===== config.mk =====
export PLATFORM = sky130hd
export DESIGN_NAME = multicycle_ctrl
export DESIGN_NICKNAME = d
export VERILOG_FILES = /design/src/rtl/rv32_pkg.sv /design/src/rtl/alu_decoder.sv /design/src/rtl/multicycle_ctrl.sv
export SDC_FILE = /design/constraint.sdc
export NUM_CORES = 1
export LEC_CHECK = 0
export CELL_PAD_IN_SITES_DETAIL_PLACEMENT = 1
export CELL_PAD_IN_SITES_GLOBAL_PLACEMENT = 2
export CORE_MARGIN = 4
export CORE_UTILIZATION = 22
export CTS_CLUSTER_SIZE = 12
export DETAILED_ROUTE_END_ITERATION = 8
export PLACE_DENSITY_LB_ADDON = 0.1
export SETUP_SLACK_MARGIN = 0.15
export SLEW_MARGIN = 20
export SYNTH_ARGS = -nofsm -noshare
export SYNTH_HDL_FRONTEND = slang
export SYNTH_HIERARCHICAL = 1
export SYNTH_SLANG_ARGS = --single-unit

===== constraint.sdc =====
create_clock -name clk -period 4.1 [get_ports clk]
set_clock_uncertainty 0.05 [all_clocks]
set_input_delay 0.41 -clock clk [delete_from_list [all_inputs] [get_ports clk]]
set_output_delay 0.41 -clock clk [all_outputs]
set_load 0.02 [all_outputs]

===== src/rtl/rv32_pkg.sv =====
// Shared RV32I control definitions: ALU operation codes, opcodes, FSM states,
// datapath mux encodings and the instruction support check used by DECODE.
package rv32_pkg;

   // ALU operation codes, shared with the ALU itself
   localparam logic [2:0] ALU_ADD = 3'd0;
   localparam logic [2:0] ALU_SUB = 3'd1;
   localparam logic [2:0] ALU_AND = 3'd2;
   localparam logic [2:0] ALU_OR  = 3'd3;
   localparam logic [2:0] ALU_XOR = 3'd4;
   localparam logic [2:0] ALU_SLT = 3'd5;
   localparam logic [2:0] ALU_SL  = 3'd6;
   localparam logic [2:0] ALU_SR  = 3'd7;

   localparam logic [6:0] OPC_LOAD   = 7'b0000011;
   localparam logic [6:0] OPC_STORE  = 7'b0100011;
   localparam logic [6:0] OPC_OP     = 7'b0110011;
   localparam logic [6:0] OPC_OP_IMM = 7'b0010011;
   localparam logic [6:0] OPC_LUI    = 7'b0110111;
   localparam logic [6:0] OPC_AUIPC  = 7'b0010111;
   localparam logic [6:0] OPC_JAL    = 7'b1101111;
   localparam logic [6:0] OPC_JALR   = 7'b1100111;
   localparam logic [6:0] OPC_BRANCH = 7'b1100011;

   typedef enum logic [2:0] {
      ST_FETCH  = 3'd0,
      ST_DECODE = 3'd1,
      ST_EXEC   = 3'd2,
      ST_MEM    = 3'd3,
      ST_WB     = 3'd4,
      ST_TRAP   = 3'd5
   } state_t;

   typedef enum logic [1:0] {
      SRC_A_RS1  = 2'd0,
      SRC_A_PC   = 2'd1,
      SRC_A_ZERO = 2'd2
   } src_a_t;

   typedef enum logic [1:0] {
      WB_ALU = 2'd0,
      WB_MEM = 2'd1,
      WB_PC4 = 2'd2
   } wb_sel_t;

   typedef enum logic [1:0] {
      PC_PLUS4 = 2'd0,
      PC_IMM   = 2'd1,
      PC_ALU   = 2'd2
   } pc_sel_t;

   // Instruction class as seen by the ALU decoder; everything else is a plain add
   typedef enum logic [1:0] {
      CLS_ADDR   = 2'd0,
      CLS_OP     = 2'd1,
      CLS_OP_IMM = 2'd2,
      CLS_BRANCH = 2'd3
   } alu_class_t;

   // SLTU/SLTIU/BLTU/BGEU, the reserved branch encodings, FENCE and SYSTEM all trap
   function automatic logic is_supported(input logic [6:0] opc, input logic [2:0] f3);
      logic ok;
      case (opc)
         OPC_OP, OPC_OP_IMM: ok = (f3 != 3'b011);
         OPC_BRANCH:         ok = (f3 == 3'b000) || (f3 == 3'b001) ||
                                  (f3 == 3'b100) || (f3 == 3'b101);
         OPC_LOAD, OPC_STORE, OPC_LUI, OPC_AUIPC, OPC_JAL, OPC_JALR: ok = 1'b1;
         default:            ok = 1'b0;
      endcase
      return ok;
   endfunction

endpackage


===== src/rtl/alu_decoder.sv =====
// Combinational map from instruction class, funct3 and funct7[5] to the ALU
// operation code and the arithmetic-shift flag.
module alu_decoder
   import rv32_pkg::*;
(
   input  logic [1:0] cls,
   input  logic [2:0] funct3,
   input  logic       funct7_5,
   output logic [2:0] alu_ctrl,
   output logic       arith
);

   always_comb begin
      alu_ctrl = ALU_ADD;
      arith    = 1'b0;
      case (cls)
         CLS_OP, CLS_OP_IMM: begin
            case (funct3)
               // only register-register ops use funct7[5] to pick SUB; ADDI never does
               3'b000:  alu_ctrl = ((cls == CLS_OP) && funct7_5) ? ALU_SUB : ALU_ADD;
               3'b001:  alu_ctrl = ALU_SL;
               3'b010:  alu_ctrl = ALU_SLT;
               3'b100:  alu_ctrl = ALU_XOR;
               3'b101: begin
                  alu_ctrl = ALU_SR;
                  arith    = funct7_5;
               end
               3'b110:  alu_ctrl = ALU_OR;
               3'b111:  alu_ctrl = ALU_AND;
               default: alu_ctrl = ALU_ADD;
            endcase
         end
         // BEQ/BNE compare through SUB's zero flag, BLT/BGE through SLT's LSB
         CLS_BRANCH: alu_ctrl = funct3[2] ? ALU_SLT : ALU_SUB;
         default: begin
            alu_ctrl = ALU_ADD;
            arith    = 1'b0;
         end
      endcase
   end

endmodule


===== src/rtl/multicycle_ctrl.sv =====
// Multi-cycle RV32I control FSM: FETCH -> DECODE -> EXEC -> (MEM) -> (WB) over a
// shared memory port, with a sticky TRAP state for unsupported instructions.
module multicycle_ctrl
   import rv32_pkg::*;
#(
   parameter logic [31:0] RESET_PC = 32'h0000_0000
) (
   input  logic       clk,
   input  logic       rst,
   input  logic [6:0] opcode,
   input  logic [2:0] funct3,
   input  logic       funct7_5,
   input  logic       zero,
   input  logic       alu_lsb,
   input  logic       mem_ready,
   output logic [2:0] alu_ctrl,
   output logic       arith,
   output logic [1:0] alu_src_a,
   output logic       alu_src_b,
   output logic       mem_req,
   output logic       mem_we,
   output logic       addr_sel,
   output logic       ir_we,
   output logic       reg_we,
   output logic [1:0] wb_sel,
   output logic       pc_we,
   output logic [1:0] pc_sel,
   output logic       pc_rst,
   output logic       retired,
   output logic       illegal
);

   state_t     state_reg;
   state_t     state_next;
   logic [1:0] alu_cls;
   logic [2:0] dec_alu_ctrl;
   logic       dec_arith;
   logic       branch_taken;
   logic       is_store;
   logic [31:0] unused_reset_pc;

   // The datapath takes its reset vector from this parameter; nothing here consumes it
   assign unused_reset_pc = RESET_PC;

   always_comb begin
      alu_cls = CLS_ADDR;
      case (opcode)
         OPC_OP:     alu_cls = CLS_OP;
         OPC_OP_IMM: alu_cls = CLS_OP_IMM;
         OPC_BRANCH: alu_cls = CLS_BRANCH;
         default:    alu_cls = CLS_ADDR;
      endcase
   end

   alu_decoder u_alu_decoder (
      .cls      (alu_cls),
      .funct3   (funct3),
      .funct7_5 (funct7_5),
      .alu_ctrl (dec_alu_ctrl),
      .arith    (dec_arith)
   );

   always_comb begin
      branch_taken = 1'b0;
      case (funct3)
         3'b000:  branch_taken = zero;
         3'b001:  branch_taken = !zero;
         3'b100:  branch_taken = alu_lsb;
         3'b101:  branch_taken = !alu_lsb;
         default: branch_taken = 1'b0;
      endcase
   end

   assign is_store = (opcode == OPC_STORE);

   always_ff @(posedge clk) begin
      if (rst) begin
         state_reg <= ST_FETCH;
      end else begin
         state_reg <= state_next;
      end
   end

   // All strobes sit inside the !rst branch so a reset cycle can never write anything
   always_comb begin
      state_next = state_reg;
      alu_ctrl   = ALU_ADD;
      arith      = 1'b0;
      alu_src_a  = SRC_A_RS1;
      alu_src_b  = 1'b0;
      mem_req    = 1'b0;
      mem_we     = 1'b0;
      addr_sel   = 1'b0;
      ir_we      = 1'b0;
      reg_we     = 1'b0;
      wb_sel     = WB_ALU;
      pc_we      = 1'b0;
      pc_sel     = PC_PLUS4;
      if (!rst) begin
         case (state_reg)
            ST_FETCH: begin
               mem_req = 1'b1;
               if (mem_ready) begin
                  ir_we      = 1'b1;
                  state_next = ST_DECODE;
               end
            end
            ST_DECODE: begin
               if (is_supported(opcode, funct3)) begin
                  state_next = ST_EXEC;
               end else begin
                  state_next = ST_TRAP;
               end
            end
            ST_EXEC: begin
               alu_ctrl = dec_alu_ctrl;
               arith    = dec_arith;
               case (opcode)
                  OPC_OP: state_next = ST_WB;
                  OPC_OP_IMM, OPC_JALR: begin
                     alu_src_b  = 1'b1;
                     state_next = ST_WB;
                  end
                  OPC_LOAD, OPC_STORE: begin
                     alu_src_b  = 1'b1;
                     state_next = ST_MEM;
                  end
                  OPC_LUI: begin
                     alu_src_a  = SRC_A_ZERO;
                     alu_src_b  = 1'b1;
                     state_next = ST_WB;
                  end
                  OPC_AUIPC: begin
                     alu_src_a  = SRC_A_PC;
                     alu_src_b  = 1'b1;
                     state_next = ST_WB;
                  end
                  OPC_JAL: state_next = ST_WB;
                  OPC_BRANCH: begin
                     pc_we      = 1'b1;
                     pc_sel     = branch_taken ? PC_IMM : PC_PLUS4;
                     state_next = ST_FETCH;
                  end
                  default: state_next = ST_TRAP;
               endcase
            end
            ST_MEM: begin
               mem_req  = 1'b1;
               addr_sel = 1'b1;
               mem_we   = is_store;
               if (mem_ready) begin
                  if (is_store) begin
                     pc_we      = 1'b1;
                     state_next = ST_FETCH;
                  end else begin
                     state_next = ST_WB;
                  end
               end
            end
            ST_WB: begin
               reg_we     = 1'b1;
               pc_we      = 1'b1;
               state_next = ST_FETCH;
               case (opcode)
                  OPC_LOAD: wb_sel = WB_MEM;
                  OPC_JAL: begin
                     wb_sel = WB_PC4;
                     pc_sel = PC_IMM;
                  end
                  OPC_JALR: begin
                     wb_sel = WB_PC4;
                     pc_sel = PC_ALU;
                  end
                  default: wb_sel = WB_ALU;
               endcase
            end
            ST_TRAP:  state_next = ST_TRAP;
            default:  state_next = ST_FETCH;
         endcase
      end
   end

   // Every instruction completes in exactly the cycle its PC update is written
   assign retired = pc_we;
   assign illegal = !rst && (state_reg == ST_TRAP);
   assign pc_rst  = rst;

endmodule


Word level (Yosys, flattened, before mapping)
Cells that the tools add are included.

Div/mod/pow operators: 0. Equal/unequal tests: 26. $lt $le $gt $ge: 0. Reductions and logical operators: 19. Shift operators: 0. Bitwise gates (word level): 0. Multiplexer cells: 51. Multipliers: 0. Add/subtract/negate cells: 0.

Operators by type and width (count): two-way mux 1 bit (27); == test 7 x 6 -> 1 bit (second input constant) (3); == test 7 bit (second input constant) (3); two-way mux 3 bit (7); case mux 3 bit (7 select lines) (1); == test 3 bit (second input constant) (6); OR reduction 6 bit (3); case mux 2 bit (2 select lines) (4); case mux 3 bit (5 select lines) (1); == test 7 x 5 -> 1 bit (second input constant) (2); two-way mux 2 bit (5); OR reduction 2 bit (5); == test 3 x 2 -> 1 bit (second input constant) (3); case mux 3 bit (3 select lines) (1); == test 7 x 2 -> 1 bit (second input constant) (1); == test 3 x 1 -> 1 bit (second input constant) (2); zero test 3 bit (2); case mux 1 bit (3 select lines) (2); case mux 2 bit (3 select lines) (1); case mux 3 bit (2 select lines) (1); == test 2 bit (second input constant) (2); != test 2 bit (second input constant) (2); case mux 1 bit (4 select lines) (1); zero test 1 bit (3); other kinds (5) (8).

Output and inout bits: 20. Memories: 0. Bits in writable memories: 0. Logic and storage cells: 97. Input port bits: 16. Latch bits: 0. Flip-flop bits (word level): 3. Bits in read-only memories: 0.

Logic depth before layout (Yosys ltp)
Gate-level depths: netlist of the first run.

Depth after elaboration: 9. Mapped depth: 10. Mapped depth without buffers: 9.

By module
The synthesis of the first run kept the hierarchy.

By module, submodules not included: multicycle_ctrl (area an instance 610.6 sq um, cells an instance 88, seq. area each 60.1 sq um, instances 1); alu_decoder (area an instance 157.7 sq um, cells an instance 21, seq. area each 0.0 sq um, instances 1).

Worst setup path before layout of the first run
Ideal clock, no wire load.

Path type: in2out. Start: input port opcode[3]. End: output port alu_ctrl[2]. Arrival: 2036 ps. Path slack: 1604 ps. Stages on the path: 9. Path buffers: 1. Required time: 3640 ps. Path through: nand4bb_1 buf_2 nor3_1 inv_1 ha_1 and4bb_1 a31oi_1 a21oi_1 and3_1.

Cells in the longest elaborated chain, start to end: 7. Elaborated cells between the ends (all ways): 11. Those cells by class: 6 x eq/ne; 4 x mux; 1 x reduce/logical.

Ends and longest elaborated chain: start: declaration (RTL line multicycle_ctrl.sv:10) `input logic [6:0] opcode,`; == test 7 bit, or another cell as far along (RTL line multicycle_ctrl.sv:47) `case (opcode)`; case mux 2 bit (3 select lines) * (RTL line multicycle_ctrl.sv:47); named net alu_cls[0] (RTL line multicycle_ctrl.sv:35) `logic [1:0] alu_cls;`; == test 2 bit or == test 2 x 1 -> 1 bit (tied branches) (RTL line alu_decoder.sv:16) `case (cls)`; OR reduction 2 bit (RTL line alu_decoder.sv:16); case mux 3 bit (2 select lines) * (RTL line alu_decoder.sv:16); named net dec_alu_ctrl[2] (RTL line multicycle_ctrl.sv:36) `logic [2:0] dec_alu_ctrl;`; two-way mux 3 bit * (RTL line multicycle_ctrl.sv:100) `case (state_reg)`; two-way mux 3 bit * (RTL line multicycle_ctrl.sv:99) `if (!rst) begin`; end: declaration (RTL line multicycle_ctrl.sv:16) `output logic [2:0] alu_ctrl,`.

Mark *: on every way through the listed nets, which the timed path passes. The rest lies on a longest branch.

Final worst setup path of the first run
Start: input port opcode[6]. End: output port alu_ctrl[2].

The elaborated chain is that of the path after synthesis.

==> results of run 1 <==
-- per-layer routing --
metal	track usage, %	vias to the layer above	wire (um)
met2	22.8	27	1380
met4	3.80	0	18
met5	0	-	0
li1	-	471	-
met1	16.7	438	1260
met3	2.70	2	144
-- synth_stat cells (2+ instances only) --
master,number,share of area [%]
nor2b_1,4,3.3
o2111ai_1,2,2.3
and3_1,4,3.3
inv_1,6,2.9
a31oi_1,3,2.4
nor4_1,5,4.1
nand2b_1,5,4.1
buf_2,4,2.6
a21o_1,3,2.9
a21oi_1,4,2.6
nand3b_1,2,2.0
o21a_1,2,2.0
nand3_1,3,2.0
ha_1,3,4.9
a211oi_1,2,2.0
nor2_1,7,3.4
o21bai_1,2,2.0
dfxtp_1,3,7.8
nand2_1,9,4.4
xnor2_1,2,2.3
buf_4,3,2.9
nor3_1,8,5.2
-- critical path, stage by stage --
cell and delay, ps:
clkdlybuf4s50_1 570, nand2b_1 290, o21a_1 200, nor2_1 120
inv_1 80, ha_1 350, and4bb_1 210, a31oi_1 50
a21oi_1 150, and3_1 150, clkdlybuf4s50_1 600
-- power breakdown --
part / switching (W) / internal (W) / leakage (nW)
clock: 0.0000173 / 0.0000366 / 0.0150
sequential: 0.0000265 / 0.0000376 / 0.0248
combinational: 0.0000711 / 0.0000713 / 0.392
-- layout make-up --
cell class,instances,area [um2],area share (%)
inverter,6,22.5,1.92
timing repair buffer,37,365,31.2
clock buffer,4,26.3,2.24
tap,46,57.6,4.91
multi-input combinational,92,639,54.6
sequential,3,60.1,5.13
-- per-stage QoR --
| step | worst slack, ps | hold WS (ps) | power (W) | cells |
|---|---|---|---|---|
| after floorplan | 1600 | 540 | 0.000153 | 109 |
| after detailed placement | 421 | 638 | 0.000209 | 184 |
| after global routing | 225 | 704 | 0.000283 | 188 |
| after global placement | 460 | 622 | 0.000210 | 184 |
| after CTS | 418 | 647 | 0.000265 | 188 |
| final | 464 | 637 | 0.000260 | 188 |
-- logic make-up (layout without fill, tap and decap cells) --
| group | count (synthesis) | in the layout | share of synthesized area, % |
|---|---|---|---|
| AO/OA/AOI/OAI | 27 | 27 | 27.2 |
| XOR/XNOR | 2 | 2 | 2.28 |
| adder cells (fa/ha/maj) | 4 | 4 | 6.19 |
| buffers and inverters | 14 | 47 | 8.96 |
| flip-flops | 3 | 3 | 7.82 |
| multiplexers | 1 | 1 | 1.30 |
| AND/OR/NAND/NOR | 58 | 58 | 46.3 |
-- path summary, 6_finish.rpt --
check	startpoint	to	slack, ps
worst max register to register	state_reg[0]	state_reg[2]	2520
worst min register to register	state_reg[2]	state_reg[2]	640
worst max-delay path	opcode[6]	alu_ctrl[2]	460
worst min-delay path	state_reg[2]	state_reg[2]	640
-- placed cells by master, fill, tap and decap left out, drive strengths merged, types with 2 or more instances in the layout --
master,netlist,routed
clkdlybuf4s50,0,35
nand2,9,9
nor3,8,8
nor2,8,8
inv,6,6
nand2b,5,5
nor4,5,5
and3,4,4
a21oi,4,4
nor2b,4,4
clkbuf,1,4
nand3,3,3
a21o,3,3
a31oi,3,3
dfxtp,3,3
ha,3,3
nand3b,3,3
a211oi,3,3
xnor2,2,2
o21a,2,2
o21bai,2,2
o2111ai,2,2
buf,7,2
and2b,2,2
or3,2,2
==> run summary, run 1 <==
Fillers -> 445
Die Wd -> 67.1 um
synthesized flop and latch total -> 3
# DRC -> 0
CTS buffer count -> 3
Synth Area per Inst -> 7.05 um2
grt total ovfl -> 0
Hold Vio Cnt, Final -> 0
status -> complete, no violations
detailed-route wire length -> 2810 um
DP HPWL -> 2280 um
Synth Flop Type -> dfxtp_1
FMAX -> 0.275 GHz
1st-iter DRT viols -> 17
Syn Nets -> 128
Worst EP required -> 3640 ps
startpoint type of the worst setup path -> input pin
synthesized instance count -> 109
post_cts resized -> 0
vias in the first global route -> 986
setup TNS -> 0 ps
vias post-DR -> 938
I/O pins -> 36
Reg clk slew, reported paths -> 30 ps
Async SR Flop Fraction -> 0%
fin util -> 34.8%
initial antenna violation count -> 0
post-layout net count -> 162
CTS tree -> done
number of synthesis warnings -> 6
setup repair bufs after CTS -> 0
GRT Util Overall -> 13.3%
Tmin final -> 3640 ps
dpl cell area -> 1140 um2
Synth Cell Area -> 768 um2
MaxCap Viol Count -> 0
DR WL/cell -> 14.9 um
RSZ-0062 raised after global routing -> false
site row count -> 21
antenna viol nets, final -> 0
sequential-to-total area share from yosys stat -> 7.82%
Core Area -> 3360 um2
starting density of the core -> 22.8%
Finished Cell Area -> 1170 um2
chip height -> 67.1 um
first-pass GRT wire length -> 4600 um
CTS Buffer Depth -> 2
Slew @ Worst Pin -> 459 ps
Max Slew Vio Count -> 0
Antenna diodes -> 0
max reg flops -> 3
Worst Hold Depth -> 2
Post-synth EDFFs -> 0
Die ar. -> 4500 um2
Final setup viols -> 0
Worst Path Arrival -> 3180 ps
Cell Pwr Density -> 222 nW/um2
CTS root buf -> clkbuf_4
pin count of the biggest net entering global routing -> 13
CTS Sinks -> 3
worst-skew pair later-pin latency -> 240 ps
CP Capture Type -> output pin
hold_buf cts -> 0
crit share post-route -> 88.7%
critical path type -> input pin to output pin
LEAKAGE -> 0.431 nW
vias per cell -> 4.99
port bufs -> 35
Area growth syn-to-layout -> 52.4%
R2R cell count -> 3
DR pass1 iterations -> 4
Rel. slew slack -> 69.0%
placer congestion estimate -> 0.703
Synth cell types -> 45
worst vdd ir -> 0.162 mV
H-tree depth -> 1
share of layout cells above drive strength 1 -> 8.45%
Worst Hold Class -> flop to flop
CP Max Fanout -> 9
Power figures use the tool's default switching activity.
==> run 2, diff against run 1 <==
--- a/config.mk
+++ b/config.mk
@@ -9,7 +9,6 @@
 export CELL_PAD_IN_SITES_GLOBAL_PLACEMENT = 2
 export CORE_MARGIN = 4
 export CORE_UTILIZATION = 22
-export CTS_CLUSTER_SIZE = 12
 export DETAILED_ROUTE_END_ITERATION = 8
 export PLACE_DENSITY_LB_ADDON = 0.1
 export SETUP_SLACK_MARGIN = 0.15
==> results of run 2 <==
Same layout as run 1: the final DEF is identical, and so are final timing and power.
==> run 3, diff against run 2 <==
--- a/config.mk
+++ b/config.mk
@@ -7,6 +7,7 @@
 export LEC_CHECK = 0
 export CELL_PAD_IN_SITES_DETAIL_PLACEMENT = 1
 export CELL_PAD_IN_SITES_GLOBAL_PLACEMENT = 2
+export CORE_ASPECT_RATIO = 2
 export CORE_MARGIN = 4
 export CORE_UTILIZATION = 22
 export DETAILED_ROUTE_END_ITERATION = 8
==> run summary, run 3 (synthesis results as in run 1) <==
status -> complete, no violations
Antenna diodes -> 0
Critical-path top delay cell -> clkdlybuf4s50_1
crit share post-route -> 90.0%
DR WL/cell -> 15.8 um
Core Area -> 3380 um2
Fillers -> 412
FF/Latch Area -> 60.1 um2
DR pass1 iterations -> 4
CTS buffer count -> 3
Slew @ Worst Pin -> 449 ps
Reg power frac -> 22.3%
startpoint type of the worst setup path -> input pin
setup repair bufs after CTS -> 0
H-tree depth -> 1
CP Capture Type -> output pin
grt total ovfl -> 0
Final setup viols -> 0
setup TNS -> 0 ps
worst vdd ir -> 0.228 mV
RSZ-0062 raised after global routing -> false
# DRC -> 0
Worst Hold Class -> flop to flop
Cell Pwr Density -> 249 nW/um2
detailed-route wire length -> 2750 um
Area growth syn-to-layout -> 52.6%
dpl cell area -> 1130 um2
post-layout net count -> 162
Die Wd -> 49.8 um
area occupied by multi-input gates -> 639 um2
1st-iter DRT viols -> 11
CTS tree -> done
port bufs -> 35
Hold Vio Cnt, Final -> 0
Bufs and invs on worst path -> 3
minimum hold slack -> 650 ps
routed wl met2 -> 1530 um
CTS root buf -> clkbuf_8
max layer used -> met4
Rel. slew slack -> 70.0%
DP HPWL -> 2260 um
FMAX -> 0.271 GHz
CTS Sinks -> 3
pin count of the biggest net entering global routing -> 13
Max Slew Vio Count -> 0
CTS Buffer Depth -> 2
Sw Pwr -> 0.000117 W
Worst EP required -> 3640 ps
vias post-DR -> 930
Finished Cell Area -> 1170 um2
max reg flops -> 3
Post-Route M1 WL -> 1100 um
starting density of the core -> 22.7%
Clk pwr share -> 29.2%
post_cts resized -> 0
critical path type -> input pin to output pin
Worst Path Arrival -> 3230 ps
most used cell, CP -> clkdlybuf4s50_1
Die ar. -> 4560 um2
MaxCap Viol Count -> 0
most frequent cells in the layout -> 35 x clkdlybuf4s50_1, 9 x nand2_1, 8 x nor3_1, 7 x nor2_1, 6 x inv_1
most common cell after layout, fill and taps aside -> clkdlybuf4s50_1
crit-path cells -> clkdlybuf4s50_1 -> nand2b_1 -> o21a_1 -> nor2_1 -> inv_1 -> ha_1 -> and4bb_1 -> a31oi_1 -> a21oi_1 -> and3_1 -> clkdlybuf4s50_1
LEAKAGE -> 0.439 nW
vias in the first global route -> 963
antenna viol nets, final -> 0
worst-skew pair later-pin latency -> 210 ps
Sw Ratio -> 39.9%
Top delay family on crit path -> buffers and inverters
vias per cell -> 5.34
Comb power frac -> 48.6%
chip height -> 91.6 um
Reg clk slew, reported paths -> 30 ps
cell-internal power -> 0.000175 W
CP Max Fanout -> 9
placer congestion estimate -> 0.794
site row count -> 30
max incr delay on CP -> 600 ps
initial antenna violation count -> 0
I/O pins -> 36
share of layout cells above drive strength 1 -> 8.45%
met3 WL post-DR -> 95 um
GRT Util Overall -> 12.9%
hold_buf cts -> 0
first-pass GRT wire length -> 4790 um
Tmin final -> 3690 ps
## run 3: changes by cell type in the layout (fill, tap and decap cells not counted)
cell	before	now
clkbuf_4	3	0
clkbuf_8	0	3
## run 3: path summary, 6_finish.rpt
check / from / endpoint / slack, ps / cells after the start
min reg2reg: state_reg[2] / state_reg[2] / 650 / 2
min: state_reg[2] / state_reg[2] / 650 / 2
max: opcode[6] / alu_ctrl[2] / 410 / 11
max reg2reg: state_reg[0] / state_reg[2] / 2560 / 3
## run 3: worst reg2reg max path, cell delays in order, from the launching register on
cell and delay [ps]:
dfxtp_1 420, maj3_1 400, o311ai_0 370, a31oi_1 160
## run 3: power by group through the flow
| stage | clock [W] | combinational [W] | sequential [W] |
|---|---|---|---|
| final | 0.0000851 | 0.000142 | 0.0000650 |
| after global routing | 0.0000927 | 0.000157 | 0.0000671 |
| after CTS | 0.0000876 | 0.000145 | 0.0000649 |
| after detailed placement | 0 | 0.000144 | 0.0000654 |
| after global placement | 0 | 0.000143 | 0.0000656 |
| after floorplan | 0 | 0.000110 | 0.0000431 |
## run 3: layout make-up
cell class | count | area share (%)
multi-input cells | 92 | 54.5
repair buffers | 37 | 31.2
flip-flops and latches | 3 | 5.12
clock buffers | 4 | 3.84
well taps | 32 | 3.42
inverters | 6 | 1.92
## run 3: per-stage QoR
stage / instances / utilization (%) / setup WS, ps / power (W)
global route: 174 / 34.7 / 182 / 0.000317
CTS: 174 / 34.7 / 397 / 0.000297
floorplan: 109 / - / 1600 / 0.000153
finish: 174 / 34.7 / 410 / 0.000292
detailed placement: 170 / 33.4 / 393 / 0.000210
global placement: 170 / 33.4 / 444 / 0.000209
## run 3: metal layers
| metal | GRT usage, % | vias up |
|---|---|---|
| li1 | - | 471 |
| met1 | 15.1 | 437 |
| met2 | 23.7 | 20 |
| met3 | 1.81 | 2 |
| met4 | 3.46 | 0 |
| met5 | 0 | - |
